### config.mk
export PLATFORM = sky130hd
export DESIGN_NAME = key_debounce_pio
export DESIGN_NICKNAME = d
export VERILOG_FILES = /design/src/rtl/key_pio_pkg.sv /design/src/rtl/key_debounce_channel.sv /design/src/rtl/key_debounce_pio.sv
export SDC_FILE = /design/constraint.sdc
export NUM_CORES = 1
export LEC_CHECK = 0
export CORE_MARGIN = 1.5
export CORE_UTILIZATION = 59
export CTS_BUF_LIST = sky130_fd_sc_hd__clkbuf_8
export CTS_CLUSTER_DIAMETER = 40
export DETAILED_ROUTE_END_ITERATION = 10
export PLACE_DENSITY_LB_ADDON = 0.08
export RECOVER_POWER = 100
export SLEW_MARGIN = 20
export SYNTH_ARGS = -nofsm -noshare
export SYNTH_HDL_FRONTEND = slang
export SYNTH_SLANG_ARGS = --single-unit
export TNS_END_PERCENT = 10
### constraint.sdc
create_clock -name CLOCK_50 -period 5.9 [get_ports CLOCK_50]
set_input_delay 1.18 -clock CLOCK_50 [delete_from_list [all_inputs] [get_ports CLOCK_50]]
set_output_delay 1.18 -clock CLOCK_50 [all_outputs]
set_load 0.02 [all_outputs]
### src/rtl/key_pio_pkg.sv
// Shared constants for the debounced key PIO: register offsets and the
// debounce-length calculation used to size the per-key counters.
package key_pio_pkg;

    localparam logic [1:0] ADDR_DATA     = 2'd0;
    localparam logic [1:0] ADDR_IRQ_MASK = 2'd1;
    localparam logic [1:0] ADDR_EDGE_CAP = 2'd2;
    localparam logic [1:0] ADDR_EDGE_SEL = 2'd3;

    // Below two cycles the counter could not tell a glitch from a change.
    function automatic int unsigned db_cycles(input int unsigned clk_hz,
                                              input int unsigned debounce_us);
        int unsigned c;
        c = (clk_hz / 1000000) * debounce_us;
        return (c < 2) ? 2 : c;
    endfunction

endpackage

### src/rtl/key_debounce_channel.sv
// One key: synchroniser, consecutive-sample debounce counter, stable level,
// and one-cycle press/release pulses that follow each accepted change.
module key_debounce_channel #(
    parameter int unsigned DB_CYCLES   = 2,
    parameter int unsigned SYNC_STAGES = 2,
    parameter bit          ACTIVE_LOW  = 1'b1
) (
    input  logic clk,
    input  logic rst_n,
    input  logic key_raw,
    output logic pressed,
    output logic press_evt,
    output logic release_evt
);

    localparam int unsigned      CNT_W    = $clog2(DB_CYCLES + 1);
    localparam logic             IDLE_LVL = ACTIVE_LOW;
    localparam logic [CNT_W-1:0] CNT_LAST = CNT_W'(DB_CYCLES - 1);

    logic [SYNC_STAGES-1:0] sync_q, sync_d;
    logic [CNT_W-1:0]       cnt_q, cnt_d;
    logic                   stable_q, stable_d;
    logic                   press_evt_q, press_evt_d;
    logic                   release_evt_q, release_evt_d;
    logic                   synced;

    assign synced = sync_q[SYNC_STAGES-1];

    always_comb begin
        sync_d   = {sync_q[SYNC_STAGES-2:0], key_raw};
        stable_d = stable_q;
        cnt_d    = cnt_q;
        if (synced == stable_q) begin
            cnt_d = '0;
        end else if (cnt_q == CNT_LAST) begin
            stable_d = synced;
            cnt_d    = '0;
        end else begin
            cnt_d = cnt_q + CNT_W'(1);
        end
        press_evt_d   = (stable_d != stable_q) && (stable_d != IDLE_LVL);
        release_evt_d = (stable_d != stable_q) && (stable_d == IDLE_LVL);
    end

    always_ff @(posedge clk or negedge rst_n) begin
        if (!rst_n) begin
            sync_q        <= {SYNC_STAGES{IDLE_LVL}};
            cnt_q         <= '0;
            stable_q      <= IDLE_LVL;
            press_evt_q   <= 1'b0;
            release_evt_q <= 1'b0;
        end else begin
            sync_q        <= sync_d;
            cnt_q         <= cnt_d;
            stable_q      <= stable_d;
            press_evt_q   <= press_evt_d;
            release_evt_q <= release_evt_d;
        end
    end

    assign pressed     = stable_q ^ IDLE_LVL;
    assign press_evt   = press_evt_q;
    assign release_evt = release_evt_q;

endmodule

### src/rtl/key_debounce_pio.sv
// Debounced pushbutton PIO: N key channels behind an Avalon-MM slave with
// edge capture, per-key edge mode, IRQ mask and a level interrupt.
module key_debounce_pio #(
    parameter int unsigned N_KEYS      = 4,
    parameter int unsigned CLK_HZ      = 50000000,
    parameter int unsigned DEBOUNCE_US = 10000,
    parameter int unsigned SYNC_STAGES = 2,
    parameter bit          ACTIVE_LOW  = 1'b1
) (
    input  logic              CLOCK_50,
    input  logic              RESET_N,
    input  logic [N_KEYS-1:0] KEY_IN,
    input  logic [1:0]        avs_address,
    input  logic              avs_read,
    input  logic              avs_write,
    input  logic [31:0]       avs_writedata,
    output logic [31:0]       avs_readdata,
    output logic              irq,
    output logic [N_KEYS-1:0] key_pressed
);

    import key_pio_pkg::*;

    localparam int unsigned DB_CYCLES = db_cycles(CLK_HZ, DEBOUNCE_US);

    logic [N_KEYS-1:0] press_evt, release_evt, evt;
    logic [N_KEYS-1:0] irq_mask_q, irq_mask_d;
    logic [N_KEYS-1:0] edge_cap_q, edge_cap_d;
    logic [N_KEYS-1:0] edge_sel_q, edge_sel_d;
    logic [31:0]       readdata_q, readdata_d;
    logic [N_KEYS-1:0] wr_bits, w1c;
    logic [31:0]       rd_word;
    logic              wdata_unused;

    for (genvar i = 0; i < N_KEYS; i++) begin : g_chan
        key_debounce_channel #(
            .DB_CYCLES  (DB_CYCLES),
            .SYNC_STAGES(SYNC_STAGES),
            .ACTIVE_LOW (ACTIVE_LOW)
        ) u_chan (
            .clk        (CLOCK_50),
            .rst_n      (RESET_N),
            .key_raw    (KEY_IN[i]),
            .pressed    (key_pressed[i]),
            .press_evt  (press_evt[i]),
            .release_evt(release_evt[i])
        );
    end

    // EDGE_SEL bit clear: press only; set: press and release.
    assign evt          = press_evt | (release_evt & edge_sel_q);
    assign wr_bits      = avs_writedata[N_KEYS-1:0];
    assign wdata_unused = ^{1'b0, avs_writedata};

    always_comb begin
        irq_mask_d = irq_mask_q;
        edge_sel_d = edge_sel_q;
        w1c        = '0;
        if (avs_write) begin
            case (avs_address)
                ADDR_IRQ_MASK: irq_mask_d = wr_bits;
                ADDR_EDGE_CAP: w1c        = wr_bits;
                ADDR_EDGE_SEL: edge_sel_d = wr_bits;
                default:       ;
            endcase
        end
        // A new event wins over a clear landing in the same cycle.
        edge_cap_d = (edge_cap_q & ~w1c) | evt;
    end

    always_comb begin
        rd_word = '0;
        case (avs_address)
            ADDR_DATA:     rd_word[N_KEYS-1:0] = key_pressed;
            ADDR_IRQ_MASK: rd_word[N_KEYS-1:0] = irq_mask_q;
            ADDR_EDGE_CAP: rd_word[N_KEYS-1:0] = edge_cap_q;
            default:       rd_word[N_KEYS-1:0] = edge_sel_q;
        endcase
        readdata_d = avs_read ? rd_word : readdata_q;
    end

    always_ff @(posedge CLOCK_50 or negedge RESET_N) begin
        if (!RESET_N) begin
            irq_mask_q <= '0;
            edge_cap_q <= '0;
            edge_sel_q <= '0;
            readdata_q <= '0;
        end else begin
            irq_mask_q <= irq_mask_d;
            edge_cap_q <= edge_cap_d;
            edge_sel_q <= edge_sel_d;
            readdata_q <= readdata_d;
        end
    end

    assign avs_readdata = readdata_q;
    assign irq          = |(edge_cap_q & irq_mask_q);

endmodule
==> run metrics, run 1 <==
Remaining Overflow, GRT 0; post-route ant nets 0; Fin. Hold Viols 0; Setup Fix Bufs, Post-CTS 0; GRT Overall Usage a little over a fifth; layout cells sized above 1 about a tenth; Total Wirelength between 9000 and 10000 µm; number of setup violations in the final report 0; Worst Hold Path EP g_chan[0].u_chan.sync_q[1]; reg-to-reg startpoint g_chan[2].u_chan.cnt_q[0]; Min Hold Slack roughly 360 ps; number of synthesized flops with an enable pin 0; ys async rst share 100%; IR Drop Worst-Case VDD between 0.15 and 0.2 mV; initial core utilization between 60% and 70%; DRC Markers 7; RSZ-0062 raised after global routing false; R2R cell count 5; slew at the pin with the worst max-slew slack roughly 2400 ps; HP Class flip-flop to flip-flop; hold_buf cts 0; WS Path Type input port to asynchronous set/reset pin; Fill cells 700; Layout area overhead 7.32%; crit-path cells buf_4 > clkbuf_1; static leakage 2.36 nW; Crit Path Max Fanout 67; initial antenna violation count 0; Final Cycle Share 61.3%; clk sink count ~110; CTS resizes 0; die area a little under 10000 µm²; PD cells roughly 250 nW/µm²; post-synthesis sequential area ratio 51.9%; outcome complete, but fails checks; Slew headroom -60.3%; pin count of the biggest net entering global routing slightly below 70; WL/cell between 10 and 15 µm; gp weighted congestion between 0.7 and 0.8; ANT cells 0; Final TNS setup 0 ps; crit path launch type input port; Vias/cell around 5.7; register bit total from synthesis roughly 110; CP top delay family buffers and inverters; CTS Buf Count 9; nets 583; min-delay src g_chan[0].u_chan.sync_q[0]; Ports slightly below 80; max_cap viols 3; Starting DRT DRC Count 116; Die Wd roughly 99 µm; Die Ht between 90 and 100 µm; Slew Limit Fails 83; Mapped Area roughly 5400 µm²; Vias roughly 3700; final setup skew between 10 and 15 ps; clock insertion delay at the later pin of the skew report between 300 and 400 ps; Required @ worst endpoint a little under 6000 ps; failing checks design-rule violations, max-capacitance violations, max-slew violations; post-layout min period about 3600 ps; peak per-stage delay on the critical path between 1500 and 2000 ps; reg2reg end g_chan[2].u_chan.cnt_q[10]; Max Fclk approximately 0.28 GHz; crit path capture type asynchronous set/reset pin; # rows 34; Root Buffer clkbuf_8; first-pass GRT wire length 16700 µm; Post-DP HPWL ~6700 µm; Max clock buf depth 2; Slowest-stage cell, CP clkbuf_1; Mapped Cells 520; Final Power roughly 0.0014 W; Synth Area per Inst approximately 10 µm²; Worst Hold Path Cells 0; CP Data Arrival Time between 3000 and 4000 ps; CTS tree done; r2r setup slk a little over 3000 ps; drt pass-1 iters 8; Core Area approximately 8800 µm²; clock slew at reported path FFs 100 ps; vias in the first global route about 3600; Worst Path Buf+Inv 2; H-tree levels 3; Most used DFF post-synth dfrtp_1; Port Buffers 22; library cells used by synthesis 43; Synth Warn # 0
-- where the power goes --
| part | total (W) | switching [W] | internal [W] |
|---|---|---|---|
| Clock | 0.000515 | 0.000250 | 0.000266 |
| Sequential | 0.000815 | 0.0000201 | 0.000795 |
| Combinational | 0.000107 | 0.0000649 | 0.0000417 |
-- final cells by class --
type                       count  area, µm²  area share, %
inverter                      15       56.3          0.965
multi-input combinational    375       2360           40.5
clock buffer                  11        151           2.60
timing repair buffer          24        225           3.86
sequential                   112       2820           48.3
clock inverter                 5       86.3           1.48
tap                          108        135           2.32
-- Yosys cell counts, types with 6 or more instances --
library cell | count | area share, %
and3_1 | 9 | 1.0
a21oi_1 | 19 | 1.7
or3_1 | 13 | 1.5
nor3_1 | 14 | 1.3
or4_1 | 12 | 1.7
nand3_1 | 23 | 2.1
o21ai_0 | 9 | 0.83
inv_1 | 15 | 1.0
o31ai_1 | 9 | 1.2
xnor2_1 | 32 | 5.2
dfstp_2 | 12 | 5.8
nand2_1 | 34 | 2.3
xor2_1 | 21 | 3.4
mux2_2 | 16 | 3.3
dfrtp_1 | 100 | 46
nor4_1 | 10 | 1.2
nor2_1 | 60 | 4.1
or2_2 | 6 | 0.69
buf_4 | 32 | 4.4
nand4_1 | 19 | 2.2
clkbuf_1 | 10 | 0.69
-- placed cells by master, fill, tap and decap left out, types with 5 or more instances in the layout --
master / n
dlygate4sd3_1: 14
nor2_1: 60
dfstp_2: 12
conb_1: 28
xor2_1: 21
nand2_1: 34
or3_1: 13
nor4_1: 10
mux2_2: 16
clkdlybuf4s50_1: 7
nand3_1: 23
and3_1: 9
clkbuf_8: 11
nand4_1: 19
dfrtp_1: 100
or4_1: 12
o21ai_0: 11
nor3_1: 14
or2_2: 6
xnor2_1: 32
nor3b_1: 5
and4_1: 5
o31ai_1: 9
a21oi_1: 19
inv_1: 15
-- cell families after synthesis --
logic type | Yosys count | share of synthesized area (%)
multiplexers | 20 | 4.97
AND/OR/NAND/NOR | 222 | 21.6
flip-flops | 112 | 51.9
buffers and inverters | 60 | 6.42
other | 1 | 0.0690
adder cells (fa/ha/maj) | 4 | 0.921
XOR/XNOR | 53 | 8.54
AO/OA/AOI/OAI | 48 | 5.62
-- per-layer routing --
metal / vias to the layer above / part of all wire (%) / track usage [%]
met2: 73 / 47 / 33.9
met3: 11 / 3.3 / 4.75
li1: 1812 / - / -
met1: 1827 / 48 / 29.8
met4: 0 / 1.4 / 6.04
met5: - / 0 / 0
-- per-stage QoR --
stage                     instance area [µm²]  cells  setup slack, ps  utilization [%]
after detailed placement                 5610    634             3020             63.8
after global placement                   5610    634             3050             63.7
after global routing                     5830    650             1640             66.2
after floorplan                          5540    547             3530                -
after CTS                                5850    650             3000             66.5
final                                    5830    650             2280             66.2
-- flip-flops by register name (all words and copies together), names as in the netlist --
signal,cells
avs_readdata,4
edge_cap_q,4
edge_sel_q,4
g_chan.u_chan.cnt_q,76
g_chan.u_chan.press_evt,4
g_chan.u_chan.release_evt,4
g_chan.u_chan.stable_q,4
g_chan.u_chan.sync_q,8
irq_mask_q,4
-- worst max path at each step --
stage                         startpoint                        end  slack [ps]  cells past startpoint
after floorplan           avs_address[1]            avs_readdata[0]        3530                      3
after global placement    avs_address[1]            avs_readdata[2]        3050                      3
after detailed placement  avs_address[1]            avs_readdata[2]        3020                      3
after CTS                  edge_cap_q[3]                        irq        3000                      3
after global routing             RESET_N  g_chan[2].u_chan.cnt_q[0]        1640                      2
final                            RESET_N              irq_mask_q[2]        2280                      2
-- worst reg2reg max path, stage by stage, from the launching register on --
cell and delay (ps):
dfrtp_1 400, ha_1 240, and4_1 310, nand2_1 150, o21ai_0 1450, nor2_1 130
Power figures use the tool's default switching activity.
==> inputs of run 2 (changes only) <==
- CORE_UTILIZATION: 59 -> 51
- clock period: 5.9 -> 3.24 ns (I/O delays scaled with it)
==> run metrics, run 2 (same netlist as run 1, synthesis figures left out) <==
outcome finished clean; first-pass GRT wire length 17300 µm (+3.6%); slew at the pin with the worst max-slew slack 1290 ps (-1110 ps); Worst Setup SP g_chan[2].u_chan.cnt_q[0]; min-delay src g_chan[1].u_chan.sync_q[0]; initial core utilization 52.6% (-9.1 points); Required @ worst endpoint 3490 ps (-2380 ps); final setup skew 16.5 ps (+5.85 ps); crit path capture type flip-flop; Die Ht 106 µm (+7.3%); Die Wd 106 µm (+7.3%); met2 wire length 4770 µm (+5.0%); WL met1 4520 µm (-1.3%); GRT Overall Usage 19.5% (-1.8 points); Port Buffers 22 (unchanged); ANT cells 0 (unchanged); post-layout min period ~2400 ps; static leakage 2.37 nW (+0.48%); CTS Buf Count 9 (unchanged); reg2reg end g_chan[2].u_chan.cnt_q[5]; minimum setup slack after placement 891 ps (-2130 ps); commonest non-fill, non-tap cell in the layout dfrtp_1; Setup Fix Bufs, Post-CTS 0 (unchanged); layout cells sized above 1 10.6% (+0.13 points); Starting DRT DRC Count 158 (+36%); HP Class flip-flop to flip-flop; vias in the first global route 3708 (+3.5%); gp weighted congestion 0.761 (-2.5%); crit path launch type flip-flop; pin count of the biggest net entering global routing 63 (-7.4%); crit-path cells ha_1 > and4_1 > nand2_1 > o21ai_0 > clkbuf_1 > nor2_1; post-route ant nets 0 (unchanged); WS Path Type flip-flop to flip-flop; Core Area 10300 µm² (+17%); IR Drop Worst-Case VDD 0.314 mV (+85%); Slowest-stage cell, CP o21ai_0; Crit Path Max Fanout 10 (-85%); reg-to-reg startpoint g_chan[2].u_chan.cnt_q[0]; number of setup violations in the final report 0 (unchanged); CTS tree done; largest registers g_chan.u_chan.cnt_q (76), g_chan.u_chan.sync_q (8); Biggest register g_chan.u_chan.cnt_q; clock insertion delay at the later pin of the skew report 380 ps (+20 ps); Final Cycle Share 75.3%; die area 11300 µm² (+15%); Slew headroom 14.0% (+74 points); CTS resizes 0 (unchanged); Vias 3729 (+0.16%); R2R cell count 6 (+1); PD cells 445 nW/µm² (+81%); commonest non-fill, non-tap cells in the layout dfrtp_1, nor2_1, nand2_1; Worst Hold Path EP g_chan[1].u_chan.sync_q[1]; nets 586 (+0.51%); Final Power 0.00262 W (+82%); Max Fclk roughly 0.41 GHz; clock slew at reported path FFs 100 ps (about the same); Root Buffer clkbuf_8; max_cap viols 0 (-3); drt pass-1 iters 4 (-4); Slew Limit Fails 0 (-100%); hold_buf cts 0 (unchanged); Met3 Wirelength 376 µm (+19%); final setup margin 802 ps (-1480 ps); # rows 37 (+8.8%); DRC Markers 0 (-7); Total Wirelength 9760 µm (+2.0%); H-tree levels 3 (unchanged); clk sink count 112 (unchanged); initial antenna violation count 0 (unchanged); RSZ-0062 raised after global routing false; final instance area 5880 µm² (+0.90%); Fill cells 922 (+32%); Post-DP HPWL 6910 µm (+3.4%); Final TNS setup 0 ps (unchanged); Vias/cell 5.48 (-4.4%); placed cell area 5680 µm² (+1.2%); Max clock buf depth 2 (unchanged); WL/cell 14.3 µm (-2.6%); DR top layer met4; max reg flops 76 (unchanged); Layout area overhead 8.29%; peak per-stage delay on the critical path 690 ps (-1080 ps); CP Data Arrival Time 2690 ps (-900 ps); r2r setup slk 800 ps (-2250 ps); Fin. Hold Viols 0 (unchanged); Worst Hold Path Cells 0 (unchanged); Remaining Overflow, GRT 0 (unchanged); Ports 79 (unchanged)
## run 2: cell count changes in the layout (fill, tap and decap cells not counted), sizes merged
| cell | before | now |
|---|---|---|
| inv | 16 | 15 |
| clkinv | 2 | 3 |
| clkbuf | 13 | 16 |
## run 2: critical path, delay by kind of cell (launching register included)
kind                       cells  cell delay (ps)
buffers and inverters          1              440
AOI/OAI and AO/OA              1              690
adders and majority gates      1              240
DFF                            1              400
and+or+nand+nor                3              550
## run 2: metrics by stage
step,util [%],hold slack (ps),std cells
2_1_floorplan,-,345,547
4_1_cts,57.3,299,681
6_report,57.0,361,681
5_1_grt,57.0,367,681
3_3_place_gp,55.0,346,665
3_5_place_dp,55.0,347,665
## run 2: per-layer routing
layer  track usage [%]  up-vias
met4              4.92        0
met3              5.40       10
met5                 0        -
met2              31.8       72
met1              25.9     1838
li1                  -     1809
## run 2: worst max-delay path by stage
stage                                  to  slack [ps]  depth (start not counted)
6_report        g_chan[2].u_chan.cnt_q[5]         800                          6
2_1_floorplan  g_chan[1].u_chan.cnt_q[10]        1350                          7
3_3_place_gp              avs_readdata[2]         910                          3
3_5_place_dp              avs_readdata[2]         890                          3
5_1_grt         g_chan[2].u_chan.cnt_q[9]         570                          6
4_1_cts                               irq         870                          3
## run 2: area by class of cell
class	instances	area, µm²	share of cell area, %
sequential	112	2820	47.9
multi-input combinational	375	2360	40.1
timing repair buffer	27	250	4.25
tap	136	170	2.89
clock buffer	11	151	2.57
clock inverter	5	78.8	1.34
inverter	15	56.3	0.957
## run 2: power breakdown
| part | leakage [nW] | switching, W | total, W | internal (W) |
|---|---|---|---|---|
| registers | 1.49 | 0.0000368 | 0.00148 | 0.00145 |
| clock network | 0.119 | 0.000461 | 0.000937 | 0.000477 |
| logic | 0.765 | 0.000118 | 0.000197 | 0.0000785 |
| total | 2.37 | 0.000616 | 0.00262 | 0.00200 |
==> inputs of run 3 (changes only) <==
- CORE_UTILIZATION: 51 -> 56
- clock period: 3.24 -> 2.4 ns (I/O delays scaled with it)
==> run metrics, run 3 (same netlist as run 1, synthesis figures left out) <==
outcome finished clean; clk sink count 112 (unchanged); layout cells sized above 1 10.9% (+0.27 points); Biggest register g_chan.u_chan.cnt_q; Max Fclk 0.455 GHz; slew at the pin with the worst max-slew slack 1410 ps (+118 ps); max_cap viols 0 (unchanged); ANT cells 0 (unchanged); Die Ht 102 µm (-4.4%); reg2reg end g_chan[0].u_chan.cnt_q[3]; R2R cell count 5 (-1); IR Drop Worst-Case VDD 0.504 mV (+60%); static leakage 2.34 nW (-1.2%); Root Buffer clkbuf_8; CTS tree done; Crit Path Max Fanout 4 (-6); Layout Utilization 62.5% (+5.5 points); first-pass GRT wire length 17000 µm (-2.0%); dpl cells 663 (-0.30%); CTS resizes 0 (unchanged); Core Area 9330 µm² (-9.6%); clock insertion delay at the later pin of the skew report 370 ps (about the same); Slew Limit Fails 0 (unchanged); final instance area 5830 µm² (-0.94%); max reg flops 76 (unchanged); reg-to-reg startpoint g_chan[0].u_chan.cnt_q[12]; clock slew at reported path FFs 100 ps (about the same); CTS Buf Count 9 (unchanged); drt pass-1 iters 4 (unchanged); final setup margin 203 ps (-598 ps); Worst Hold Path EP g_chan[1].u_chan.sync_q[1]; r2r setup slk 220 ps (-580 ps); Vias/cell 5.55 (+1.4%); nets 591 (+0.85%); commonest non-fill, non-tap cell in the layout dfrtp_1; Port Buffers 22 (unchanged); gp weighted congestion 0.824 (+8.2%); crit path capture type primary output; post-layout min period 2200 ps; Vias 3770 (+1.1%); Slew headroom 6.13% (-7.8 points); vias in the first global route 3637 (-1.9%); Ports 79 (unchanged); commonest non-fill, non-tap cells in the layout dfrtp_1, nor2_1, nand2_1; initial core utilization 58.3% (+5.6 points); Remaining Overflow, GRT 0 (unchanged); PD cells 562 nW/µm² (+26%); CP Data Arrival Time 1720 ps (-970 ps); # rows 35 (-5.4%); GRT Overall Usage 21.0% (+1.5 points); Max clock buf depth 2 (unchanged); Fin. Hold Viols 0 (unchanged); number of setup violations in the final report 0 (unchanged); Setup Fix Bufs, Post-CTS 0 (unchanged); WL/cell 14.5 µm (+1.5%); Total Wirelength 9880 µm (+1.2%); Layout area overhead 7.28%; pin count of the biggest net entering global routing 55 (-13%); die area 10300 µm² (-8.7%); H-tree levels 3 (unchanged); crit path launch type flip-flop; hold_buf cts 0 (unchanged); final setup skew 6.83 ps (-9.68 ps); Non-Filler Instances 679 (-0.29%); RSZ-0062 raised after global routing false; Final Cycle Share roughly 90%; HP Class flip-flop to flip-flop; Die Wd 102 µm (-4.4%); Required @ worst endpoint 1920 ps (-1570 ps); largest registers g_chan.u_chan.cnt_q (76), g_chan.u_chan.sync_q (8); Post-DP HPWL 7050 µm (+1.9%); minimum setup slack after placement 201 ps (-690 ps); WS Path Type flip-flop to primary output; placed cell area 5710 µm² (+0.51%); post-route ant nets 0 (unchanged); min-delay src g_chan[1].u_chan.sync_q[0]; initial antenna violation count 0 (unchanged); DRC Markers 0 (unchanged); Final TNS setup 0 ps (unchanged); Starting DRT DRC Count 98 (-38%); Worst Hold Path Cells 0 (unchanged)
==> run 3: cell count changes in the layout (fill, tap and decap cells not counted), sizes merged <==
cell,before,now
bufinv,2,0
dlygate4sd3,14,13
clkbuf,16,19
clkinvlp,0,1
clkdlybuf4s50,7,8
clkinv,3,6
==> run 3: how the worst max path moves through the flow <==
stage | startpoint | to
floorplan | g_chan[1].u_chan.cnt_q[0] | g_chan[1].u_chan.cnt_q[10]
global placement | avs_address[1] | avs_readdata[2]
detailed placement | avs_address[1] | edge_cap_q[2]
CTS | edge_cap_q[3] | irq
global route | g_chan[3].u_chan.cnt_q[10] | g_chan[3].u_chan.cnt_q[8]
finish | g_chan[0].u_chan.stable_q | key_pressed[0]
==> run 3: worst max-delay path, stage by stage (launching register included) <==
cell,delay [ps]
dfstp_2,580
inv_1,110
dlygate4sd3_1,660
==> run 3: area by class of cell <==
| cell class | instances | area [µm²] |
|---|---|---|
| Clock buffer | 9 | 124 |
| Clock inverter | 7 | 48.8 |
| Fill cell | 776 | 3500 |
| Inverter | 15 | 56.3 |
| Multi-Input combinational cell | 375 | 2360 |
| Sequential cell | 112 | 2820 |
| Tap cell | 129 | 161 |
| Timing Repair Buffer | 32 | 262 |
==> run 3: where the power goes <==
group,switching [W],total (W),internal (W)
Combinational,0.000162,0.000267,0.000105
Sequential,0.0000517,0.00201,0.00195
Clock,0.000627,0.00100,0.000378
==> run 3: per-stage QoR <==
stage | hold WS, ps | power [W]
after floorplan | 184 | 0.00223
after global placement | 346 | 0.00232
after detailed placement | 347 | 0.00233
after CTS | 6.34 | 0.00334
after global routing | 369 | 0.00343
final | 361 | 0.00328
==> run 3: metal layers <==
layer / vias to the layer above / GRT usage, % / routed length [µm]
met5: - / 0 / 0
met4: 0 / 7.48 / 206
met3: 21 / 4.83 / 424
met2: 92 / 32.5 / 4450
met1: 1844 / 29.4 / 4790
li1: 1813 / - / -
==> RTL edit 1: new RTL, flow settings as in run 2 <==
Register the inputs `KEY_IN`, `avs_address`, `avs_read`, `avs_write` and `avs_writedata` before use. The logic sees them one clock later.
--- a/src/rtl/key_debounce_pio.sv
+++ b/src/rtl/key_debounce_pio.sv
@@ -24,4 +24,18 @@
     localparam int unsigned DB_CYCLES = db_cycles(CLK_HZ, DEBOUNCE_US);
 
+    logic [N_KEYS-1:0] KEY_IN_q;
+    logic [1:0] avs_address_q;
+    logic avs_read_q;
+    logic avs_write_q;
+    logic [31:0] avs_writedata_q;
+
+    always_ff @(posedge CLOCK_50) begin
+        KEY_IN_q        <= KEY_IN;
+        avs_address_q   <= avs_address;
+        avs_read_q      <= avs_read;
+        avs_write_q     <= avs_write;
+        avs_writedata_q <= avs_writedata;
+    end
+
     logic [N_KEYS-1:0] press_evt, release_evt, evt;
     logic [N_KEYS-1:0] irq_mask_q, irq_mask_d;
@@ -41,5 +55,5 @@
             .clk        (CLOCK_50),
             .rst_n      (RESET_N),
-            .key_raw    (KEY_IN[i]),
+            .key_raw    (KEY_IN_q[i]),
             .pressed    (key_pressed[i]),
             .press_evt  (press_evt[i]),
@@ -50,6 +64,6 @@
     // EDGE_SEL bit clear: press only; set: press and release.
     assign evt          = press_evt | (release_evt & edge_sel_q);
-    assign wr_bits      = avs_writedata[N_KEYS-1:0];
-    assign wdata_unused = ^{1'b0, avs_writedata};
+    assign wr_bits      = avs_writedata_q[N_KEYS-1:0];
+    assign wdata_unused = ^{1'b0, avs_writedata_q};
 
     always_comb begin
@@ -57,6 +71,6 @@
         edge_sel_d = edge_sel_q;
         w1c        = '0;
-        if (avs_write) begin
-            case (avs_address)
+        if (avs_write_q) begin
+            case (avs_address_q)
                 ADDR_IRQ_MASK: irq_mask_d = wr_bits;
                 ADDR_EDGE_CAP: w1c        = wr_bits;
@@ -71,5 +85,5 @@
     always_comb begin
         rd_word = '0;
-        case (avs_address)
+        case (avs_address_q)
             ADDR_DATA:     rd_word[N_KEYS-1:0] = key_pressed;
             ADDR_IRQ_MASK: rd_word[N_KEYS-1:0] = irq_mask_q;
@@ -77,5 +91,5 @@
             default:       rd_word[N_KEYS-1:0] = edge_sel_q;
         endcase
-        readdata_d = avs_read ? rd_word : readdata_q;
+        readdata_d = avs_read_q ? rd_word : readdata_q;
     end
 
Formal check against the unedited RTL: not equivalent (a bounded check fails within 4 cycles, from zero or initial values and one cycle with RESET_N low).
==> RTL edit 1 against run 2 <==
The flow now finishes with violations (capacitance limit, slew limit); critical path type unchanged; cell area grew 6.8%; routed wire length grew 3.6%; largest cell class unchanged; critical endpoint is now g_chan[3].u_chan.cnt_q[14]; power grew 21%; clock skew shrank 0.0058 ns; setup slack lost 0.15 ns; count of clock-buffer cells in the layout grew 10; sequential cell count grew 12; area after synthesis grew 4.4%; die area grew 4.3%.
==> RTL edit 1: results (changes against run 2) <==
- Top post-synthesis cells by count: dfrtp_1 (100), nor2_1 (59), nand2_1 (33)
- GR Util All Layers: 18.9% (-0.60 points)
- Worst vdd ir: 0.305 mV (-3.0%)
- Final Instance Area: 6290 sq um (+6.8%)
- Adder-cell share of the synthesized area: 0.882% (-0.039 points)
- 1st-pass router iterations: 8 (+4)
- Mux cell area share after synthesis: 4.77% (-0.21 points)
- NetSw: 0.000729 W (+18%)
- Placed Area: 5920 sq um (+4.2%)
- Clock skew: 0.0107 ns (-0.00584 ns)
- Die area: 11800 sq um (+4.3%)
- Failing checks: capacitance limit, slew limit
- Clk_lat worst skew: 0.44 ns (+0.06 ns)
- Register bit count reported by yosys: 124 (+11%)
- Status: complete, but fails checks
- GPL Wtd Cong: 0.789 (+3.7%)
- Pwr dens: 502 nW/um^2 (+13%)
- Mean Syn Cell Area: 10.7 sq um (+2.4%)
- Drt initial violations: 171 (+8.2%)
- Top cells by area, synth: dfrtp_1 (44%), dfstp_2 (5.6%), xnor2_1 (4.9%)
- Max cap viols: 1 (+1)
- Layout cell share with drive strength beyond 1: 11.6% (+0.92 points)
- Hpwl dp: 6670 microns (-3.5%)
- Leakage power: 2.57 nW (+8.4%)
- Nets: 604 (+3.1%)
- Seq pwr share: 52.2% (-4.5 points)
- Synth Area in Compound Gates: 5.38% (-0.24 points)
- Largest net degree at the start of global routing: 80 (+27%)
- Final Slew Violations: 34 (+34)
- Multi-input gate area: 2360 sq um (about the same)
- DR vias/cell: 5.37 (-1.9%)
- Sequential area share after synthesis: 53.9% (+2.1 points)
- Sequential share of cell area: 48.6% (+0.75 points)
- Place WS: 1.12 ns (+0.227 ns)
- CTS Buf Count: 17 (+8)
## RTL edit 1: routing by layer
layer | vias to the layer above | share of wire (%) | GRT usage, % | routed length [microns]
met5 | - | 0 | 0 | 0
met1 | 1882 | 48 | 24.5 | 4830
met2 | 54 | 47 | 29.3 | 4760
li1 | 1867 | - | - | -
met3 | 18 | 3.0 | 5.12 | 300
met4 | 0 | 2.2 | 9.40 | 220
## RTL edit 1: worst paths after layout
check                                          start                          to  slack (ns)  cells past startpoint
max in group asynchronous                    RESET_N  g_chan[3].u_chan.sync_q[0]        1.30                      2
setup / recovery           g_chan[3].u_chan.cnt_q[0]  g_chan[3].u_chan.cnt_q[14]        0.65                      5
hold reg to reg                          KEY_IN_q[0]  g_chan[0].u_chan.sync_q[0]        0.30                      0
setup reg to reg           g_chan[3].u_chan.cnt_q[0]  g_chan[3].u_chan.cnt_q[14]        0.65                      5
hold / removal                           KEY_IN_q[0]  g_chan[0].u_chan.sync_q[0]        0.30                      0
min in group asynchronous                    RESET_N  g_chan[2].u_chan.cnt_q[18]        0.71                      1
## RTL edit 1: worst max-delay path: stages (launching register included)
cell and delay, ns:
dfrtp_1 0.39, ha_1 0.21, nand3_1 0.31, o41ai_1 0.94
clkbuf_1 0.47, nor2_1 0.12
## RTL edit 1: kinds of logic (layout without fill, tap and decap cells)
family | after synthesis | after routing
multiplexers | 20 | 20
adder cells (fa/ha/maj) | 4 | 4
AO/OA/AOI/OAI | 48 | 48
buffers and inverters | 59 | 73
flip-flops | 124 | 124
AND/OR/NAND/NOR | 221 | 221
other | 1 | 28
XOR/XNOR | 53 | 53
==> RTL edit 2: new RTL, config.mk and constraints of run 2 <==
Made on the original files. `ACTIVE_LOW` is set to 1'b1 in 2 places; all go to 1'b0.
--- a/src/rtl/key_debounce_channel.sv
+++ b/src/rtl/key_debounce_channel.sv
@@ -4,5 +4,5 @@
     parameter int unsigned DB_CYCLES   = 2,
     parameter int unsigned SYNC_STAGES = 2,
-    parameter bit          ACTIVE_LOW  = 1'b1
+    parameter bit          ACTIVE_LOW  = 1'b0
 ) (
     input  logic clk,
--- a/src/rtl/key_debounce_pio.sv
+++ b/src/rtl/key_debounce_pio.sv
@@ -6,5 +6,5 @@
     parameter int unsigned DEBOUNCE_US = 10000,
     parameter int unsigned SYNC_STAGES = 2,
-    parameter bit          ACTIVE_LOW  = 1'b1
+    parameter bit          ACTIVE_LOW  = 1'b0
 ) (
     input  logic              CLOCK_50,
Behaviour: same outputs for any inputs over 10 cycles, from zero or initial values and one cycle with RESET_N low; that may be too few to reach the edited logic, so the function may still have changed.
==> RTL edit 2 against run 2 <==
The flow now finishes with violations (capacitance limit, slew limit); global-route usage decreased by 0.36 points; power decreased by 5.7%; sequential share of layout area increased by 0.17 points; largest cell class unchanged; synthesized cell count decreased by 0.77%; cell area decreased by 0.89%; sequential cell count unchanged; first-iteration DRC count decreased by 14%; critical path type unchanged; core utilization decreased by 0.51 points; setup slack got worse by 0.013 ns; largest power group unchanged; cell count decreased by 0.73%; area after synthesis decreased by 0.14%; clock power decreased by 14%; routed wire length increased by 0.49%.
==> RTL edit 2: results (changes against run 2) <==
- CTS Buf Count: 9 (unchanged)
- Reg2Reg Depth: 6 (unchanged)
- Arr. time, crit path: 2.70 ns (about the same)
- Post-synth ARST share: 100% (unchanged)
- Register Area: 2800 sq um (-0.53%)
- CTS root buf: clkbuf_8
- Worst vdd ir: 0.260 mV (-17%)
- Global-route wire length before repair: 17400 microns (+0.24%)
- Ys flop type: dfrtp_1
- Mean Syn Cell Area: 10.5 sq um (+0.64%)
- Sequential area share after synthesis: 51.6% (-0.20 points)
- CP top delay family: compound AO/OA/AOI/OAI gates
- Clock skew: 0.0152 ns (-0.00126 ns)
- Distinct cell type count after synthesis: 39 (-9.3%)
- Worst Max-Slew Pin Slew: 1.67 ns (+0.377 ns)
- Postcts setup bufs: 0 (unchanged)
- Largest net degree at the start of global routing: 69 (+9.5%)
- Leakage power: 2.44 nW (+2.8%)
- Failing checks: capacitance limit, slew limit
- FF-to-FF setup slack: 0.79 ns
- Clk buf depth: 2 (unchanged)
- Post-placement cell count: 660 (-0.75%)
- GPL Wtd Cong: 0.821 (+7.9%)
- Clk_lat worst skew: 0.38 ns (about the same)
- CTS clock-pin slew for the worst setup and hold paths: 0.10 ns (about the same)
- Hold WS: 0.259 ns (-0.102 ns)
- DR vias/cell: 5.53 (+0.93%)
- Initial antenna violation count: 0 (unchanged)
- Hold crit path type: primary input to async pin
- N_diodes: 0 (unchanged)
- I/O Buffers: 22 (unchanged)
- Pint: 0.00184 W (-8.0%)
- Hpwl dp: 6820 microns (-1.3%)
- H-tree depth: 3 (unchanged)
- Top cells by area, synth: dfrtp_1 (52%), xnor2_1 (5.0%), buf_4 (4.4%)
- Nets: 581 (-0.85%)
- Total number of vias: 3736 (+0.19%)
- Crit Reg-Reg Startpoint: g_chan[3].u_chan.cnt_q[0]
- Setup TNS: 0 ns (unchanged)
- Top post-synthesis cells by count: dfrtp_1 (112), nor2_1 (57), buf_4 (32)
- Drt initial violations: 136 (-14%)
- Place WS: 0.953 ns (+0.0617 ns)
- Drt total wl: 9810 microns (+0.49%)
- Max cap viols: 1 (+1)
- Synth warnings: 0 (unchanged)
- Fillcell total: 911 (-1.2%)
- Worst R2R End: g_chan[3].u_chan.cnt_q[12]
- Post-synth EDFFs: 0 (unchanged)
- 1st-pass router iterations: 4 (unchanged)
- Placed Area: 5670 sq um (-0.24%)
- GR Util All Layers: 19.2% (-0.36 points)
- Max stage delay on crit path: 0.64 ns (-0.05 ns)
- Largest registers: g_chan.u_chan.cnt_q: 76 flops, g_chan.u_chan.sync_q: 8 flops
- Status: complete, but fails checks
- Final Slew Violations: 69 (+69)
- Slowest CP cell: o21ai_0
- # resized after CTS: 0 (unchanged)
- Layout cell share with drive strength beyond 1: 9.44% (-1.2 points)
- Worst-path fanout max: 11 (+1)
==> RTL edit 2: per-layer routing <==
metal  up-vias  global-route usage, %  wire length (microns)
met5         -                      0                      0
met4         0                   5.41                    112
met3        11                   4.41                    395
met2        75                   30.0                   4610
met1      1836                   26.7                   4690
li1       1814                      -                      -
==> RTL edit 2: power by group through the flow <==
stage          combinational, W  sequential (W)  clock, W
4_1_cts                0.000196         0.00148  0.000842
3_3_place_gp           0.000191         0.00150         0
5_1_grt                0.000206         0.00148  0.000895
3_5_place_dp           0.000196         0.00151         0
2_1_floorplan          0.000130         0.00150         0
6_report               0.000183         0.00148  0.000807
==> RTL edit 2: cell families (layout without fill, tap and decap cells) <==
family          count (synthesis)  in the layout  synth area share (%)
simple gates                  222            222                  22.2
flops                         112            112                  51.6
buf+inv                        55             52                  6.06
xor+xnor                       52             52                  8.39
compound gates                 50             50                  5.70
mux                            20             20                  4.98
fa+ha+maj                       4              4                 0.922
other cells                     1             28                0.0691
==> RTL edit 2: worst max-delay path by stage <==
stage                     cells past startpoint  slack (ns)                       from                    endpoint
after global placement                        3        0.98             avs_address[1]             avs_readdata[2]
after global routing                          6        0.49  g_chan[3].u_chan.cnt_q[0]  g_chan[3].u_chan.cnt_q[12]
after CTS                                     3        0.89              edge_cap_q[3]                         irq
after detailed placement                      3        0.95             avs_address[1]             avs_readdata[2]
after floorplan                               5        1.37  g_chan[2].u_chan.cnt_q[0]  g_chan[2].u_chan.cnt_q[18]
final                                         6        0.79  g_chan[3].u_chan.cnt_q[0]  g_chan[3].u_chan.cnt_q[12]
==> RTL edit 2: area by class of cell <==
cell class	count	area share, %
sequential	112	48.1
multi-input combinational	376	41.1
timing repair buffer	26	4.01
tap	136	2.92
clock buffer	11	2.60
clock inverter	5	0.687
inverter	10	0.644
